**src/rtl/alu_pkg.sv**
```systemverilog
// Shared types and opcodes for the shared-ALU arbiter slice.
package alu_pkg;

    typedef logic [3:0] alu_op_t;

    localparam alu_op_t ALU_AND = 4'b0000;
    localparam alu_op_t ALU_ADD = 4'b0010;
    localparam alu_op_t ALU_EQ  = 4'b1000;
    localparam alu_op_t ALU_NE  = 4'b1001;

    typedef enum logic {
        EMPTY = 1'b0,
        FULL  = 1'b1
    } slot_state_t;

endpackage

```
**src/rtl/alu.sv**
```systemverilog
// Combinational ALU datapath: AND, ADD, EQ, NE; any other opcode yields 0.
module alu
    import alu_pkg::*;
#(
    parameter int DATA_WIDTH    = 32,
    parameter int OPCODE_LENGTH = 4
) (
    input  logic [DATA_WIDTH-1:0]    srca,
    input  logic [DATA_WIDTH-1:0]    srcb,
    input  logic [OPCODE_LENGTH-1:0] op,
    output logic [DATA_WIDTH-1:0]    result
);

    // Decode the opcode; unknown codes fall through to a zero result.
    always_comb begin
        result = '0;
        if (op == OPCODE_LENGTH'(ALU_AND))
            result = srca & srcb;
        else if (op == OPCODE_LENGTH'(ALU_ADD))
            result = srca + srcb;
        else if (op == OPCODE_LENGTH'(ALU_EQ))
            result = DATA_WIDTH'(srca == srcb);
        else if (op == OPCODE_LENGTH'(ALU_NE))
            result = DATA_WIDTH'(srca != srcb);
    end

endmodule

```
**src/rtl/rr_arbiter.sv**
```systemverilog
// Round-robin picker: first asserted request at or after ptr, wrapping modulo NUM_REQ.
module rr_arbiter #(
    parameter int NUM_REQ = 2,
    parameter int ID_W    = $clog2(NUM_REQ)
) (
    input  logic [NUM_REQ-1:0] req,
    input  logic [ID_W-1:0]    ptr,
    output logic [NUM_REQ-1:0] grant,
    output logic [ID_W-1:0]    idx,
    output logic               any
);

    int k;

    // Walk offsets 0..NUM_REQ-1 from ptr; the first hit wins.
    always_comb begin
        k     = 0;
        idx   = '0;
        any   = 1'b0;
        for (int off = 0; off < NUM_REQ; off++) begin
            k = int'(ptr) + off;
            if (k >= NUM_REQ)
                k = k - NUM_REQ;
            if (!any && req[ID_W'(k)]) begin
                any = 1'b1;
                idx = ID_W'(k);
            end
        end
        grant = any ? (NUM_REQ'(1) << idx) : '0;
    end

endmodule

```
**src/rtl/alu_share_arbiter.sv**
```systemverilog
// One ALU shared by NUM_REQ requesters through a round-robin valid/ready arbiter,
// with a single registered, ID-tagged result slot toward a backpressuring consumer.
// Optional: define ALU_ARB_PERF_EN to add perf_ops / perf_stall counter ports.
module alu_share_arbiter
    import alu_pkg::*;
#(
    parameter  int DATA_WIDTH    = 32,
    parameter  int OPCODE_LENGTH = 4,
    parameter  int NUM_REQ       = 2,
    localparam int ID_W          = $clog2(NUM_REQ)
) (
    input  logic                                   clk,
    input  logic                                   reset,
    input  logic [NUM_REQ-1:0]                     req_valid,
    output logic [NUM_REQ-1:0]                     req_ready,
    input  logic [NUM_REQ-1:0][DATA_WIDTH-1:0]     req_srca,
    input  logic [NUM_REQ-1:0][DATA_WIDTH-1:0]     req_srcb,
    input  logic [NUM_REQ-1:0][OPCODE_LENGTH-1:0]  req_op,
    output logic                                   rsp_valid,
    input  logic                                   rsp_ready,
    output logic [ID_W-1:0]                        rsp_id,
    output logic [DATA_WIDTH-1:0]                  rsp_result
`ifdef ALU_ARB_PERF_EN
    ,
    output logic [31:0]                            perf_ops,
    output logic [31:0]                            perf_stall
`endif
);

    slot_state_t            state_q, state_d;
    logic [ID_W-1:0]        rr_ptr;
    logic [NUM_REQ-1:0]     grant;
    logic [ID_W-1:0]        gnt_idx;
    logic                   gnt_any;
    logic                   can_accept;
    logic                   accept;
    logic [DATA_WIDTH-1:0]  alu_result;

    rr_arbiter #(
        .NUM_REQ (NUM_REQ),
        .ID_W    (ID_W)
    ) u_rr (
        .req   (req_valid),
        .ptr   (rr_ptr),
        .grant (grant),
        .idx   (gnt_idx),
        .any   (gnt_any)
    );

    alu #(
        .DATA_WIDTH    (DATA_WIDTH),
        .OPCODE_LENGTH (OPCODE_LENGTH)
    ) u_alu (
        .srca   (req_srca[gnt_idx]),
        .srcb   (req_srcb[gnt_idx]),
        .op     (req_op[gnt_idx]),
        .result (alu_result)
    );

    // The slot can take a new result when empty or when it drains this cycle;
    // grants are forced low during reset so nothing looks accepted.
    always_comb begin
        can_accept = (state_q == EMPTY) || rsp_ready;
        accept     = gnt_any && can_accept && !reset;
        req_ready  = accept ? grant : '0;
    end

    // Slot state register.
    always_ff @(posedge clk or posedge reset) begin
        if (reset)
            state_q <= EMPTY;
        else
            state_q <= state_d;
    end

    // Slot next state: fill on accept, empty on drain without refill.
    always_comb begin
        state_d = state_q;
        case (state_q)
            EMPTY:   if (accept) state_d = FULL;
            FULL:    if (rsp_ready && !accept) state_d = EMPTY;
            default: state_d = EMPTY;
        endcase
    end

    assign rsp_valid = (state_q == FULL);

    // Capture the winner's result and tag; advance the pointer past the winner.
    always_ff @(posedge clk or posedge reset) begin
        if (reset) begin
            rsp_result <= '0;
            rsp_id     <= '0;
            rr_ptr     <= '0;
        end else if (accept) begin
            rsp_result <= alu_result;
            rsp_id     <= gnt_idx;
            rr_ptr     <= (gnt_idx == ID_W'(NUM_REQ - 1)) ? '0 : gnt_idx + ID_W'(1);
        end
    end

`ifdef ALU_ARB_PERF_EN
    // Free-running accept and stall counters; both wrap naturally at 2^32.
    always_ff @(posedge clk or posedge reset) begin
        if (reset) begin
            perf_ops   <= '0;
            perf_stall <= '0;
        end else begin
            if (accept)
                perf_ops <= perf_ops + 32'd1;
            if (rsp_valid && !rsp_ready)
                perf_stall <= perf_stall + 32'd1;
        end
    end
`else
    // Counters are compiled out; core behaviour is unchanged.
`endif

endmodule

```
**config.mk**
```make
export PLATFORM = sky130hd
export DESIGN_NAME = alu_share_arbiter
export DESIGN_NICKNAME = d
export VERILOG_FILES = /design/src/rtl/alu_pkg.sv /design/src/rtl/alu.sv /design/src/rtl/rr_arbiter.sv /design/src/rtl/alu_share_arbiter.sv
export SDC_FILE = /design/constraint.sdc
export NUM_CORES = 1
export LEC_CHECK = 0
export CORE_ASPECT_RATIO = 1.5
export CORE_MARGIN = 10
export CORE_UTILIZATION = 48
export CTS_CLUSTER_DIAMETER = 60
export DETAILED_ROUTE_END_ITERATION = 16
export HOLD_SLACK_MARGIN = 0.03
export PLACE_DENSITY = 0.89
export REMOVE_ABC_BUFFERS = 1
export SLEW_MARGIN = 15
export SYNTH_ARGS = -nofsm -noshare
export SYNTH_HDL_FRONTEND = slang
export SYNTH_HIERARCHICAL = 1
export SYNTH_SLANG_ARGS = --single-unit
```
**constraint.sdc**
```tcl
create_clock -name clk -period 9.7 [get_ports clk]
set_clock_uncertainty 0.05 [all_clocks]
set_input_delay 1.455 -clock clk [delete_from_list [all_inputs] [get_ports clk]]
set_output_delay 1.455 -clock clk [all_outputs]
set_load 0.02 [all_outputs]
```
; ---- After elaboration in Yosys (flattened, before gate mapping)
; Index checks and enable logic that the tools add are counted.
[totals]
regBits = 35
input_bits = 141
out_inout_bits = 36
wordCells = 57
[classes]
add_sub_neg = 5
order_cmp = 5
eq_ne = 5
n_shift = 1
mux = 26
bitwise_logic = 2
reduce_logical = 9
[op_table]
columns = cell, n
row1 = 32-bit two-way mux, 7
row2 = 32-bit adder, 1
row3 = 32-bit bitwise AND, 1
row4 = 32-bit equality test, 1
row5 = 32-bit inequality test, 1
row6 = 1-bit two-way mux, 14
row7 = 4-bit equality test (second input constant), 2
row8 = 4-bit two-way mux, 2
row9 = 1-bit by 3-bit less-than comparator with 1-bit output (second input constant), 2
row10 = 4-bit by 2-bit equality test with 1-bit output (second input constant), 1
row11 = 1-bit logical AND, 4
row12 = 4-bit zero test, 1
row13 = 2-bit two-way mux, 2
row14 = 1-bit zero test, 3
row15 = 1-bit by 1-bit adder with 2-bit output (second input constant), 1
row16 = 1-bit by 2-bit greater-or-equal comparator with 1-bit output (second input constant), 1
row17 = 2-bit greater-or-equal comparator (second input constant), 1
row18 = 1-bit by 2-bit less-than comparator with 1-bit output (second input constant), 1
row19 = 1-bit one-hot mux with 2 select lines, 1
row20 = 1-bit by 1-bit << shifter with 2-bit output (first input constant), 1
row21 = 1-bit subtractor (second input constant), 2
row22 = 1-bit adder (second input constant), 1
row23 = 1-bit logical OR, 1
row24 = 1-bit NOT, 1

; ---- Depth between registers and ports, before layout
[depth]
ltp_word = 16
ltp_mapped = 16
ltp_nobuf = 14

; ---- Cells and area by module
; Netlist, hierarchy kept.
[by_module_without_submodules]
columns = module, n_inst, cells_per_inst, area_each_um2, seq_area_each_um2
row1 = alu_share_arbiter, 1, 157, 2158.3, 875.8
row2 = alu, 1, 321, 2058.2, 0.0
row3 = rr_arbiter, 1, 4, 31.3, 0.0

; ---- Worst setup path before layout
; No wires, ideal clock.
[synth_path]
path_type = in2reg
from = input req_valid[0]
to = register rsp_result[31]
setup_ns = 0.125
arrival_time_ns = 4.448
t_required_ns = 9.525
slack_ns = 5.077
path_stages = 14
n_path_buf = 2
path_cell_list = and2_2 > clkbuf_1 > buf_2 > mux2_2 > ha_1 > a21oi_2 > o211ai_2 > a31o_2 > a41o_1 > a31oi_2 > o211a_1 > xor2_1 > o21ai_1 > mux2_2
[synth_between]
elab_chain_cells = 11
elab_cells_between_ends = 24
cone_classes = add/sub: 1 / eq/ne: 1 / mux: 16 / bitwise: 1 / reduce/logical: 5
[synth_rtl]
columns = item, line
row1 = "start, declared", alu_share_arbiter.sv:14  ; input logic [NUM_REQ-1:0] req_valid,
row2 = 1-bit two-way mux (not written as such) (2 in a row), rr_arbiter.sv:24  ; if (!any && req[ID_W'(k)]) begin
row3 = 1-bit two-way mux, rr_arbiter.sv:24
row4 = 1-bit zero test, rr_arbiter.sv:24
row5 = 1-bit logical AND, rr_arbiter.sv:24
row6 = 1-bit two-way mux *, rr_arbiter.sv:24
row7 = 32-bit two-way mux (not written as such) (tied with other cells) (2 in a row), alu_share_arbiter.sv:54  ; .srca (req_srca[gnt_idx]),
row8 = 32-bit adder / 4-bit by 2-bit equality test with 1-bit output (equally long branches), "alu.sv:20, alu.sv:19"
row9 = 32-bit two-way mux, alu.sv:19  ; else if (op == OPCODE_LENGTH'(ALU_ADD))
row10 = 32-bit two-way mux *, alu.sv:17  ; if (op == OPCODE_LENGTH'(ALU_AND))
row11 = net alu_result[31], alu_share_arbiter.sv:37  ; logic [DATA_WIDTH-1:0] alu_result;
row12 = "end signal, assigned", alu_share_arbiter.sv:95  ; rsp_result <= alu_result;
row13 = "end, declared", alu_share_arbiter.sv:22  ; output logic [DATA_WIDTH-1:0] rsp_result
; Mark *: on every way through the listed nets, which the timed path passes. The rest lies on a longest branch. The select of a mux whose other input is x is not followed.
; A chain may end at the register's enable or synchronous reset.

; ---- Worst setup path after layout
[layout_path]
from = input req_valid[0]
to = register rsp_result[26]
[layout_between]
elab_chain_cells = 11
elab_cells_between_ends = 24
cone_classes = add/sub: 1 / eq/ne: 1 / mux: 16 / bitwise: 1 / reduce/logical: 5
[layout_rtl]
columns = item, line
row1 = 1-bit two-way mux (not written as such) (2 in a row), rr_arbiter.sv:24
row2 = 1-bit two-way mux, rr_arbiter.sv:24
row3 = 1-bit zero test, rr_arbiter.sv:24
row4 = 1-bit logical AND, rr_arbiter.sv:24
row5 = 1-bit two-way mux *, rr_arbiter.sv:24
row6 = net gnt_idx, alu_share_arbiter.sv:33  ; logic [ID_W-1:0] gnt_idx;
row7 = 32-bit two-way mux (not written as such) (tied with other cells) (2 in a row), alu_share_arbiter.sv:54
row8 = 32-bit adder / 4-bit by 2-bit equality test with 1-bit output (equally long branches), "alu.sv:20, alu.sv:19"
row9 = 32-bit two-way mux, alu.sv:19
row10 = 32-bit two-way mux *, alu.sv:17
row11 = net alu_result[26], alu_share_arbiter.sv:37
; Marked as above.

==> summary.md <==
| Metric | Value |
|---|---|
| # nets final | 814 |
| Vias in the first global route | approximately 4700 |
| Root Buffer | clkbuf_16 |
| Setup CP Type | input port to flip-flop |
| Pleak | 2.54 nW |
| Die width | a little under 100 um |
| Dominant synthesized flop cell | dfrtp_1 |
| Syn. warnings | 6 |
| Synth cell types | 56 |
| DIE AREA | approximately 0.013 mm2 |
| Clock Latency Late Sink | approximately 280 ps |
| EDFF count, synth | 0 |
| Post-synth top area cell | mux2_2 |
| Family with the most delay on the worst path | compound AO/OA/AOI/OAI gates |
| Vias/cell | slightly below 6 |
| Die height | 135 um |
| Share of the synthesized area in the top cell type | around 27% |
| Syn Inst Count | 482 |
| Largest net degree at the start of global routing | 59 |
| Fill cell count | 711 |
| Fraction of registers with async set/reset | 100% |
| P&R area growth vs syn | 45.2% |
| Register bit count reported by yosys | 35 |
| CTS sink count | 35 |
| Post-CTS Hold Fix Bufs | 0 |
| CP Launch Type | input port |
| Worst EP required | 9820 ps |
| Final wirelength | between 10000 and 15000 um |
| Pre-CTS WS | roughly 3600 ps |
| DRC Markers | 0 |
| CP arrival | roughly 5900 ps |
| Register area share after synthesis | between 20% and 30% |
| CP max stage cell | buf_4 |
| CP Buf/Inv Count | 3 |
| Util after Layout | 70.7% |
| Most common cell in the synthesized netlist | mux2_2 |
| Max frequency | approximately 170 MHz |
| Detailed Place HPWL | about 12000 um |
| Layout cell share with drive strength beyond 1 | around a fifth |
| CTS resizes | 0 |
| Total track usage | between 20% and 30% |
| First-pass DRT Iterations | 5 |
| RSZ-0062 raised after global routing | no |
| Top-Level Pins | 177 |
| Maximum vdd drop | between 0.0001 and 0.00015 V |
| Crit share post-route | approximately three fifths |
| DRT iter0 DRCs | 200 |
| Grt ovf | 0 |
| Critical Path Max Stage Delay | around 620 ps |
| Clock-pin slew on the worst setup and hold paths | approximately 60 ps |
| WL per Instance | a little under 20 um |
| Vias post-DR | around 4300 |
| Antenna Violating Nets Remaining | 0 |
| Power per Cell Area | between 100 and 150 mW/mm2 |
| H-tree depth | 2 |
| Clock period minus worst slack | approximately 5800 ps |
| Most frequent CP cell | mux2_2 |
| Hold Fails Final Rpt | 0 |
| Most frequent cells after synthesis | mux2_2, nand2_1, a21oi_1 |
| Clock tree buffer depth | 2 |
| Core box area | 0.00872 mm2 |
| Post-route setup slack | ~3900 ps |
| Initial antenna violation count | 0 |
| Row count | 42 |
| Max Transition Viols Final | 0 |
| # diodes | 0 |
| Final setup vio count | 0 |
| Actual slew at the worst max-slew pin | roughly 960 ps |
| TNS Setup | 0 ps |
| Crit path cell chain | clkdlybuf4s50_1, and2_2, buf_4, mux2_2, ha_1, inv_1, fa_1, nor2b_1, o211ai_1, a21oi_2, o311ai_1, o21ai_2, o221ai_2, xor2_1, o21ai_1, mux2_2 |
| Post-route insts no fill | 751 |
| Max-cap violations | 0 |
| Post-synthesis cell area | approximately 0.0042 mm2 |
| Total CTS buffers | 5 |
| Syn Area/Cell | between 8 and 9 um2 |
| Placed insts | 743 |
| Worst Path Max Fanout | just under 60 |
| CTS tree | done |
| Status | finished clean |
| Final Wtd Congestion | about 0.94 |
| Post-CTS setup buffer count | 0 |
| Slew HR | between 30% and 40% |
| Crit. End Element | flip-flop |
| Number of buffers added on ports | between 150 and 200 |
| Main area contributors after synthesis | mux2_2, dfrtp_1, ha_1, nand2_1, a21oi_1 |
| Final hold slack | roughly 450 ps |
| Tightest Hold Check Type | flip-flop to flip-flop |
| First-pass GRT wire length | 23100 um |
| Initial core utilization | approximately half |
placed cells by master, fill, tap and decap left out, types with 8 or more instances in the layout:
cell / Yosys / final
nand2_1: 50 / 50
mux2_2: 101 / 101
dfrtp_1: 35 / 35
xor2_1: 12 / 12
a21oi_1: 37 / 37
nor2_1: 13 / 13
o21ai_0: 30 / 30
xnor2_1: 17 / 17
ha_1: 32 / 32
clkdlybuf4s50_1: 0 / 175
o21ai_1: 13 / 13
nor4_1: 9 / 8
a21o_1: 9 / 9
inv_1: 20 / 20
per-stage QoR:
step	area [um2]	total power, mW
floorplan	4100	0.570
global placement	6030	0.743
detailed placement	6030	0.757
CTS	6170	0.918
global route	6170	0.979
finish	6170	0.920
metal layers:
layer  part of all wire (%)  track usage [%]
met3                    5.2             4.39
met4                    3.1             10.3
met1                     37             20.7
met5                      0                0
met2                     55             40.4
where the power goes:
part	internal (mW)	switching [mW]
logic	0.282	0.306
clock network	0.0950	0.0625
registers	0.165	0.0107
final timing paths:
path,startpoint,slack (ps),to,cells after the start
min reg2reg,rsp_result[16]$_DFFE_PP0P_,450,rsp_result[16]$_DFFE_PP0P_,1
min in group asynchronous,reset,1570,rsp_valid$_DFF_PP0_,3
max reg2reg,rr_ptr$_DFFE_PP0P_,5300,rsp_result[26]$_DFFE_PP0P_,15
min,rsp_result[16]$_DFFE_PP0P_,450,rsp_result[16]$_DFFE_PP0P_,1
max in group asynchronous,reset,7690,rsp_id$_DFFE_PP0P_,3
max,req_valid[0],3900,rsp_result[26]$_DFFE_PP0P_,16
logic make-up after synthesis:
group / count (synthesis) / synth area share (%)
AO/OA/AOI/OAI: 128 / 19.3
AND/OR/NAND/NOR: 107 / 12.0
multiplexers: 102 / 27.0
buffers and inverters: 48 / 5.18
flip-flops: 35 / 20.6
adder cells (fa/ha/maj): 33 / 9.90
XOR/XNOR: 29 / 5.98
cell type report:
class	instances	area [um2]	share of cell area, %
clock buffer	7	133	2.15
multi-input combinational	399	3160	51.2
tap	110	138	2.23
inverter	20	75.1	1.22
clock inverter	1	5.00	0.0812
sequential	35	876	14.2
timing repair buffer	179	1780	28.9
state kept, by name, indices dropped and copies added, names as in the netlist:
register and count:
rsp_result 32, rr_ptr 1, rsp_id 1, rsp_valid 1
worst register-to-register path, stage by stage, from the launching register on:
cell	delay [ps]
dfrtp_1	350
and2_2	340
buf_4	630
mux2_2	460
ha_1	220
inv_1	90
fa_1	210
nor2b_1	70
o211ai_1	240
a21oi_2	110
o311ai_1	480
o21ai_2	200
o221ai_2	270
xor2_1	210
o21ai_1	70
mux2_2	300
Note: power is estimated with default switching activity, not from simulation.
